--- src/rtl/alu_multicycle.sv ---
// Registered ALU with valid/ready handshakes: single-cycle logic/arith ops plus
// iterative shift-add multiply and restoring unsigned divide/remainder.
//
// state | meaning
// IDLE  | ready to accept operands
// CALC  | one MUL/DIV/REM iteration per cycle, counting down from WIDTH-1
// DONE  | result held with out_valid until out_ready
module alu_multicycle #(
  parameter int WIDTH = 64
) (
  input  logic             clk,
  input  logic             rst_n,
  input  logic             in_valid,
  output logic             in_ready,
  input  logic [WIDTH-1:0] Number1,
  input  logic [WIDTH-1:0] Number2,
  input  logic [3:0]       ALUOp,
  output logic             out_valid,
  input  logic             out_ready,
  output logic [WIDTH-1:0] Result,
  output logic             Zero,
  output logic             Illegal
);

  localparam int CW = $clog2(WIDTH);
  localparam logic [CW-1:0] CNT_INIT = CW'(WIDTH - 1);

  localparam logic [3:0] OP_MUL  = 4'b1000;
  localparam logic [3:0] OP_DIVU = 4'b1001;
  localparam logic [3:0] OP_REMU = 4'b1010;

  typedef enum logic [1:0] {IDLE, CALC, DONE} state_t;

  state_t           state, state_nxt;
  logic [3:0]       op;
  logic [WIDTH-1:0] op_a, op_b;
  logic [WIDTH:0]   acc;
  logic [CW-1:0]    cnt;

  logic             accept, is_iter;
  logic [WIDTH-1:0] alu_res;
  logic             alu_ill;
  logic [WIDTH-1:0] mul_sum;
  logic [WIDTH:0]   rem_sh, diff;
  logic             ge;
  logic [WIDTH:0]   acc_nxt;
  logic [WIDTH-1:0] a_nxt, b_nxt, fin;

  assign in_ready  = (state == IDLE);
  assign out_valid = (state == DONE);
  assign accept    = in_valid && in_ready;
  assign is_iter   = (ALUOp == OP_MUL) || (ALUOp == OP_DIVU) || (ALUOp == OP_REMU);

  always_comb begin
    alu_res = '0;
    alu_ill = 1'b0;
    case (ALUOp)
      4'b0000: alu_res = Number1 & Number2;
      4'b0001: alu_res = Number1 | Number2;
      4'b0010: alu_res = Number1 + Number2;
      4'b0110: alu_res = Number1 - Number2;
      4'b1100: alu_res = ~(Number1 | Number2);
      4'b0011: alu_res = Number1 ^ Number2;
      4'b0111: alu_res = {{(WIDTH-1){1'b0}}, $signed(Number1) < $signed(Number2)};
      default: alu_ill = !is_iter;
    endcase
  end

  // MUL: acc += op_b when op_a LSB set; op_a shifts right, op_b left.
  // DIV/REM: acc is the partial remainder, op_a the dividend turning into the quotient.
  always_comb begin
    mul_sum = acc[WIDTH-1:0] + (op_a[0] ? op_b : '0);
    rem_sh  = {acc[WIDTH-1:0], op_a[WIDTH-1]};
    diff    = rem_sh - {1'b0, op_b};
    ge      = !diff[WIDTH];
    acc_nxt = acc;
    a_nxt   = op_a;
    b_nxt   = op_b;
    if (op == OP_MUL) begin
      acc_nxt = {1'b0, mul_sum};
      a_nxt   = op_a >> 1;
      b_nxt   = op_b << 1;
    end else begin
      acc_nxt = ge ? diff : rem_sh;
      a_nxt   = {op_a[WIDTH-2:0], ge};
    end
    fin = (op == OP_DIVU) ? a_nxt : acc_nxt[WIDTH-1:0];
  end

  always_comb begin
    state_nxt = state;
    case (state)
      IDLE:    if (accept) state_nxt = is_iter ? CALC : DONE;
      CALC:    if (cnt == '0) state_nxt = DONE;
      DONE:    if (out_ready) state_nxt = IDLE;
      default: state_nxt = IDLE;
    endcase
  end

  always_ff @(posedge clk) begin
    if (!rst_n) state <= IDLE;
    else        state <= state_nxt;
  end

  always_ff @(posedge clk) begin
    if (!rst_n) begin
      op      <= '0;
      op_a    <= '0;
      op_b    <= '0;
      acc     <= '0;
      cnt     <= '0;
      Result  <= '0;
      Zero    <= 1'b0;
      Illegal <= 1'b0;
    end else begin
      case (state)
        IDLE: if (accept) begin
          op <= ALUOp;
          if (is_iter) begin
            op_a <= Number1;
            op_b <= Number2;
            acc  <= '0;
            cnt  <= CNT_INIT;
          end else begin
            Result  <= alu_res;
            Zero    <= (alu_res == '0);
            Illegal <= alu_ill;
          end
        end
        CALC: begin
          op_a <= a_nxt;
          op_b <= b_nxt;
          acc  <= acc_nxt;
          cnt  <= cnt - 1'b1;
          if (cnt == '0) begin
            Result  <= fin;
            Zero    <= (fin == '0);
            Illegal <= 1'b0;
          end
        end
        default: ;
      endcase
    end
  end

endmodule
--- config.mk ---
export PLATFORM = sky130hd
export DESIGN_NAME = alu_multicycle
export DESIGN_NICKNAME = d
export VERILOG_FILES = /design/src/rtl/alu_multicycle.sv
export SDC_FILE = /design/constraint.sdc
export NUM_CORES = 2
export LEC_CHECK = 0
export ABC_AREA = 1
export CORE_ASPECT_RATIO = 0.5
export CORE_MARGIN = 10
export CORE_UTILIZATION = 52
export CTS_CLUSTER_SIZE = 20
export DETAILED_ROUTE_END_ITERATION = 10
export GPL_ROUTABILITY_DRIVEN = 0
export PLACE_DENSITY_LB_ADDON = 0.05
export SYNTH_ARGS = -nofsm -noshare
export SYNTH_HDL_FRONTEND = slang
export SYNTH_SLANG_ARGS = --single-unit
export TNS_END_PERCENT = 50
--- constraint.sdc ---
create_clock -name clk -period 3.1 [get_ports clk]
set_input_delay 0.62 -clock clk [delete_from_list [all_inputs] [get_ports clk]]
set_output_delay 0.62 -clock clk [all_outputs]
set_load 0.1 [all_outputs]
==> results.sh, run 1 <==
export IMPL_outcome="stopped before the end"
export IMPL_stop_stage="5_1_grt"
export IMPL_error="[ERROR GRT-0232] Routing congestion too high. Check the congestion heatmap in the GUI."
export IMPL_synth_most_common_cell="nand2_1"
export IMPL_placed_cells=10098
export IMPL_die_h_um=214
export IMPL_h_tree_depth=1
export IMPL_synth_main_ff_cell="dfxtp_1"
export IMPL_yosysSeqAreaShare=0.138
export IMPL_grt_overflow_total=54
export IMPL_postGrtWorstEndpoint="Zero$_SDFFE_PN0P_/D"
export IMPL_initial_core_util=0.523
export IMPL_rows=71
export IMPL_antenna_found_initial=19
export IMPL_clock_root_buffer="clkbuf_16"
export IMPL_synth_top_area_cell="nand2_1"
export IMPL_ys_ff_latch=270
export IMPL_io_pins=204
export IMPL_synth_cell_types=54
export IMPL_synth_area_sq_um=39100
export IMPL_synth_edf_count=0
export IMPL_die_width_um=408
export IMPL_numPortBuffers=203
export IMPL_synth_top_cell_area_share=0.189
export IMPL_netlist_instances=7237
export IMPL_grt_usage=0.708
export IMPL_clockBufferDepth=3
export IMPL_grt_max_degree=117
export IMPL_ys_warn_count=0
export IMPL_worst_ep_kind="sequential cell input"
export IMPL_async_flop_share=0
export IMPL_dp_hpwl_um=180000
export IMPL_cts_buffers=31
export IMPL_synth_area_top_cells="nand2_1, dfxtp_1, inv_1"
export IMPL_clkSinkCount=270
export IMPL_synth_common_cells="nand2_1, inv_1, nor2_1, a21oi_1, nand3_1"
export IMPL_avgSynthCellArea_sq_um=5.41
export IMPL_synth_net_count=7718
## layer usage
metal,GRT usage,overflow
met5,0.385,0
met4,0.587,21
met3,0.624,1
met2,0.826,31
met1,0.735,1
## logic make-up after synthesis
kind of cell / Yosys count / synth area share
AO/OA/AOI/OAI: 1523 / 0.221
XOR/XNOR: 36 / 0.00805
adder cells (fa/ha/maj): 345 / 0.111
buffers and inverters: 1503 / 0.147
flip-flops: 270 / 0.138
AND/OR/NAND/NOR: 3560 / 0.375
## per-stage QoR
stage               setup WS (ns)  area (sq um)
floorplan                 -0.0698         39100
global placement            -1.58         55900
detailed placement          -1.55         55900
CTS                        -0.472         58800
## timing repair
item / CTS
gates resized for setup: 422
hold buffers: 0
buffers inserted: 27
endpoints found under the setup margin: 102
gates cloned: 4
pin swaps: 67
==> inputs of run 2 (changes only) <==
--- a/config.mk
+++ b/config.mk
@@ -6,13 +6,11 @@
 export NUM_CORES = 2
 export LEC_CHECK = 0
 export ABC_AREA = 1
-export CORE_ASPECT_RATIO = 0.5
 export CORE_MARGIN = 10
-export CORE_UTILIZATION = 52
-export CTS_CLUSTER_SIZE = 20
+export CORE_UTILIZATION = 37
 export DETAILED_ROUTE_END_ITERATION = 10
 export GPL_ROUTABILITY_DRIVEN = 0
-export PLACE_DENSITY_LB_ADDON = 0.05
+export PLACE_DENSITY_LB_ADDON = 0.15
 export SYNTH_ARGS = -nofsm -noshare
 export SYNTH_HDL_FRONTEND = slang
 export SYNTH_SLANG_ARGS = --single-unit
==> constraint.sdc (replaced) <==
create_clock -name clk -period 4 [get_ports clk]
set_input_delay 0.8 -clock clk [delete_from_list [all_inputs] [get_ports clk]]
set_output_delay 0.8 -clock clk [all_outputs]
set_load 0.1 [all_outputs]
==> results.sh, run 2 <==
export IMPL_power_share_combinational=0.532
export IMPL_h_tree_depth=2
export IMPL_hold_viol=0
export IMPL_finalWorstSetupSlack_ns=0.00936
export IMPL_r2r_start="op_a[0]"
export IMPL_synth_cell_types=54
export IMPL_area_growth_pct=35.8
export IMPL_post_place_ws_ns=-0.985
export IMPL_initial_core_util=0.372
export IMPL_ys_warn_count=0
export IMPL_synth_area_top_cells="nand2_1, dfxtp_1, inv_1"
export IMPL_hp_start="Result[31]"
export IMPL_power_mw=13.3
export IMPL_synth_common_cells="nand2_1, inv_1, nor2_1, a21oi_1, nand3_1"
export IMPL_drt_iter0_markers=6563
export IMPL_grt_usage=0.333
export IMPL_synth_net_count=7718
export IMPL_ys_ff_latch=270
export IMPL_clock_root_buffer="clkbuf_16"
export IMPL_arrival_ns=4.51
export IMPL_finalCritPeriodShare=0.998
export IMPL_rrSetupSlack_ns=0.11
export IMPL_drv_cap=0
export IMPL_grt_pass1_vias=50043
export IMPL_design_die_area_sq_um=119000
export IMPL_synth_top_cell_area_share=0.189
export IMPL_rows=119
export IMPL_synth_area_sq_um=39100
export IMPL_stdcell_count=9853
export IMPL_mostFrequentLayoutCells="nand2_1, inv_1, buf_4, nor2_1, a21oi_1"
export IMPL_grt_max_degree=188
export IMPL_seq_power_share=0.226
export IMPL_grt_overflow_total=0
export IMPL_holdPathEnd="Result[31]"
export IMPL_drc_errors=1
export IMPL_max_slew_margin=0.271
export IMPL_ir_drop_mv=0.296
export IMPL_nFillCells=11129
export IMPL_postRouteAntennaNets=0
export IMPL_antenna_found_initial=6
export IMPL_final_nets=8919
export IMPL_die_width_um=345
export IMPL_synth_top_area_cell="nand2_1"
export IMPL_hold_depth=2
export IMPL_worstPathMaxFanout=5
export IMPL_crit_type="primary input to flop"
export IMPL_p_int_mw=7.25
export IMPL_yosysSeqAreaShare=0.138
export IMPL_maxSlewViolCount=0
export IMPL_rsz0062_at_grt="true"
export IMPL_synth_edf_count=0
export IMPL_p_clk_frac=0.242
export IMPL_cts_buffers=34
export IMPL_mostFrequentLayoutCell="nand2_1"
export IMPL_synth_main_ff_cell="dfxtp_1"
export IMPL_insertion_delay_ns=0.59
export IMPL_netlist_instances=7237
export IMPL_skew_ns=0.0418
export IMPL_p_sw_mw=6.01
export IMPL_dp_hpwl_um=178000
export IMPL_failed_checks="design-rule violations"
export IMPL_drtPass1Iterations=11
export IMPL_detail_route_vias_per_cell=5.48
export IMPL_outcome="complete, but fails checks"
export IMPL_critPathLaunchType="primary input"
export IMPL_cp_required_ns=4.52
export IMPL_reg2regPathDepth=27
export IMPL_setup_viol=0
export IMPL_avgRoutedWirePerCell_um=21.5
export IMPL_wl_um=212000
export IMPL_end_kind="flop"
export IMPL_fmax_ghz=0.251
export IMPL_io_pins=204
export IMPL_hold_ws_ns=0.465
export IMPL_placed_cells=9789
export IMPL_path_clk_slew_ns=0.06
export IMPL_power_leakage_nw=26.9
export IMPL_numPortBuffers=203
export IMPL_r2r_end="Zero"
export IMPL_drive_gt1_frac=0.180
export IMPL_grt_pass1_wl_um=307000
export IMPL_sw_frac_of_total=0.453
export IMPL_power_density_nw_per_um2=249
export IMPL_worstMarginPinSlew_ns=1.09
export IMPL_core_sq_um=105000
export IMPL_avgSynthCellArea_sq_um=5.41
export IMPL_die_h_um=345
export IMPL_min_period_ns=3.99
export IMPL_clkSinkCount=270
export IMPL_synth_most_common_cell="nand2_1"
export IMPL_cts_tree="yes"
export IMPL_clockBufferDepth=3
export IMPL_async_flop_share=0
export IMPL_route_vias_total=53990
export IMPL_hold_class="flop to flop"
run 2: cell counts after synthesis:
Identical to the previous run, type by type.
run 2: what timing repair did:
action	in CTS	in global routing
resized for setup	17	172
endpoints found under the setup margin	1	29
buffers inserted	0	4
endpoints found under the hold margin	0	0
pin swaps	3	15
hold buffers	0	0
run 2: kinds of logic after synthesis:
logic type,share of synthesized area
adders and majority gates,0.111
buffers and inverters,0.147
and+or+nand+nor,0.375
AOI/OAI and AO/OA,0.221
xor gates and xnor gates,0.00805
DFF,0.138
run 2: how the worst max path moves through the flow:
| stage | cells after the start | slack [ns] | from | to |
|---|---|---|---|---|
| CTS | 24 | 0.004 | Number2[15] | Zero |
| finish | 26 | 0.009 | Number2[15] | Zero |
| detailed placement | 27 | -0.99 | Number2[3] | Zero |
| global route | 32 | -0.07 | op_a[63] | Zero |
| global placement | 27 | -1.00 | Number2[3] | Zero |
| floorplan | 26 | 0.65 | Number1[0] | Zero |
run 2: metal layers:
layer / wire length [um] / global-route usage
met4: 15400 / 0.200
met3: 22200 / 0.0559
met2: 89500 / 0.516
met1: 84900 / 0.429
met5: 51 / 0
run 2: stage by stage:
stage                     cell area [sq um]  utilization  TNS, ns
final                                 53200        0.506        0
after global routing                  53200        0.506  -0.0954
after CTS                             52600        0.500        0
after detailed placement              51400        0.489   -10.57
after global placement                51400        0.489   -10.62
after floorplan                       39100            -        0
run 2: layout make-up:
| type | count | area, sq um | share of cell area |
|---|---|---|---|
| Multi-Input combinational cell | 5464 | 28700 | 0.539 |
| Timing Repair Buffer | 1432 | 11600 | 0.217 |
| Sequential cell | 270 | 5410 | 0.102 |
| Inverter | 1236 | 4650 | 0.0875 |
| Tap cell | 1391 | 1740 | 0.0327 |
| Clock buffer | 43 | 966 | 0.0182 |
| Clock inverter | 16 | 165 | 0.00311 |
| Antenna cell | 1 | 2.50 | 0.0000471 |
run 2: power by group through the flow:
stage / Sequential, mW / Combinational, mW / Clock [mW]
after floorplan: 3.38 / 3.09 / 0
after global placement: 3.04 / 6.65 / 0
after detailed placement: 3.05 / 6.69 / 0
after CTS: 2.99 / 6.73 / 3.23
after global routing: 3.01 / 7.50 / 3.32
final: 3.00 / 7.06 / 3.21
run 2: critical path, stage by stage:
cell             delay, ns
clkdlybuf4s50_1       0.54
inv_1                 0.08
ha_1                  0.29
buf_4                 0.16
buf_4                 0.13
nor2_1                0.14
buf_4                 0.16
nand2_1               0.11
nor2_1                0.18
inv_1                 0.07
buf_4                 0.13
nor3_1                0.35
nand3_1               0.16
nand3_1               0.12
nand2_1               0.05
nand3_1               0.06
nand3_1               0.11
nor2_1                0.12
nand2_1               0.07
nor2_2                0.13
nand2_1               0.08
nor2_2                0.14
nand3_1               0.09
nand2_1               0.11
nor2_1                0.05
nor2_1                0.07
Note: power is estimated with default switching activity, not from simulation.
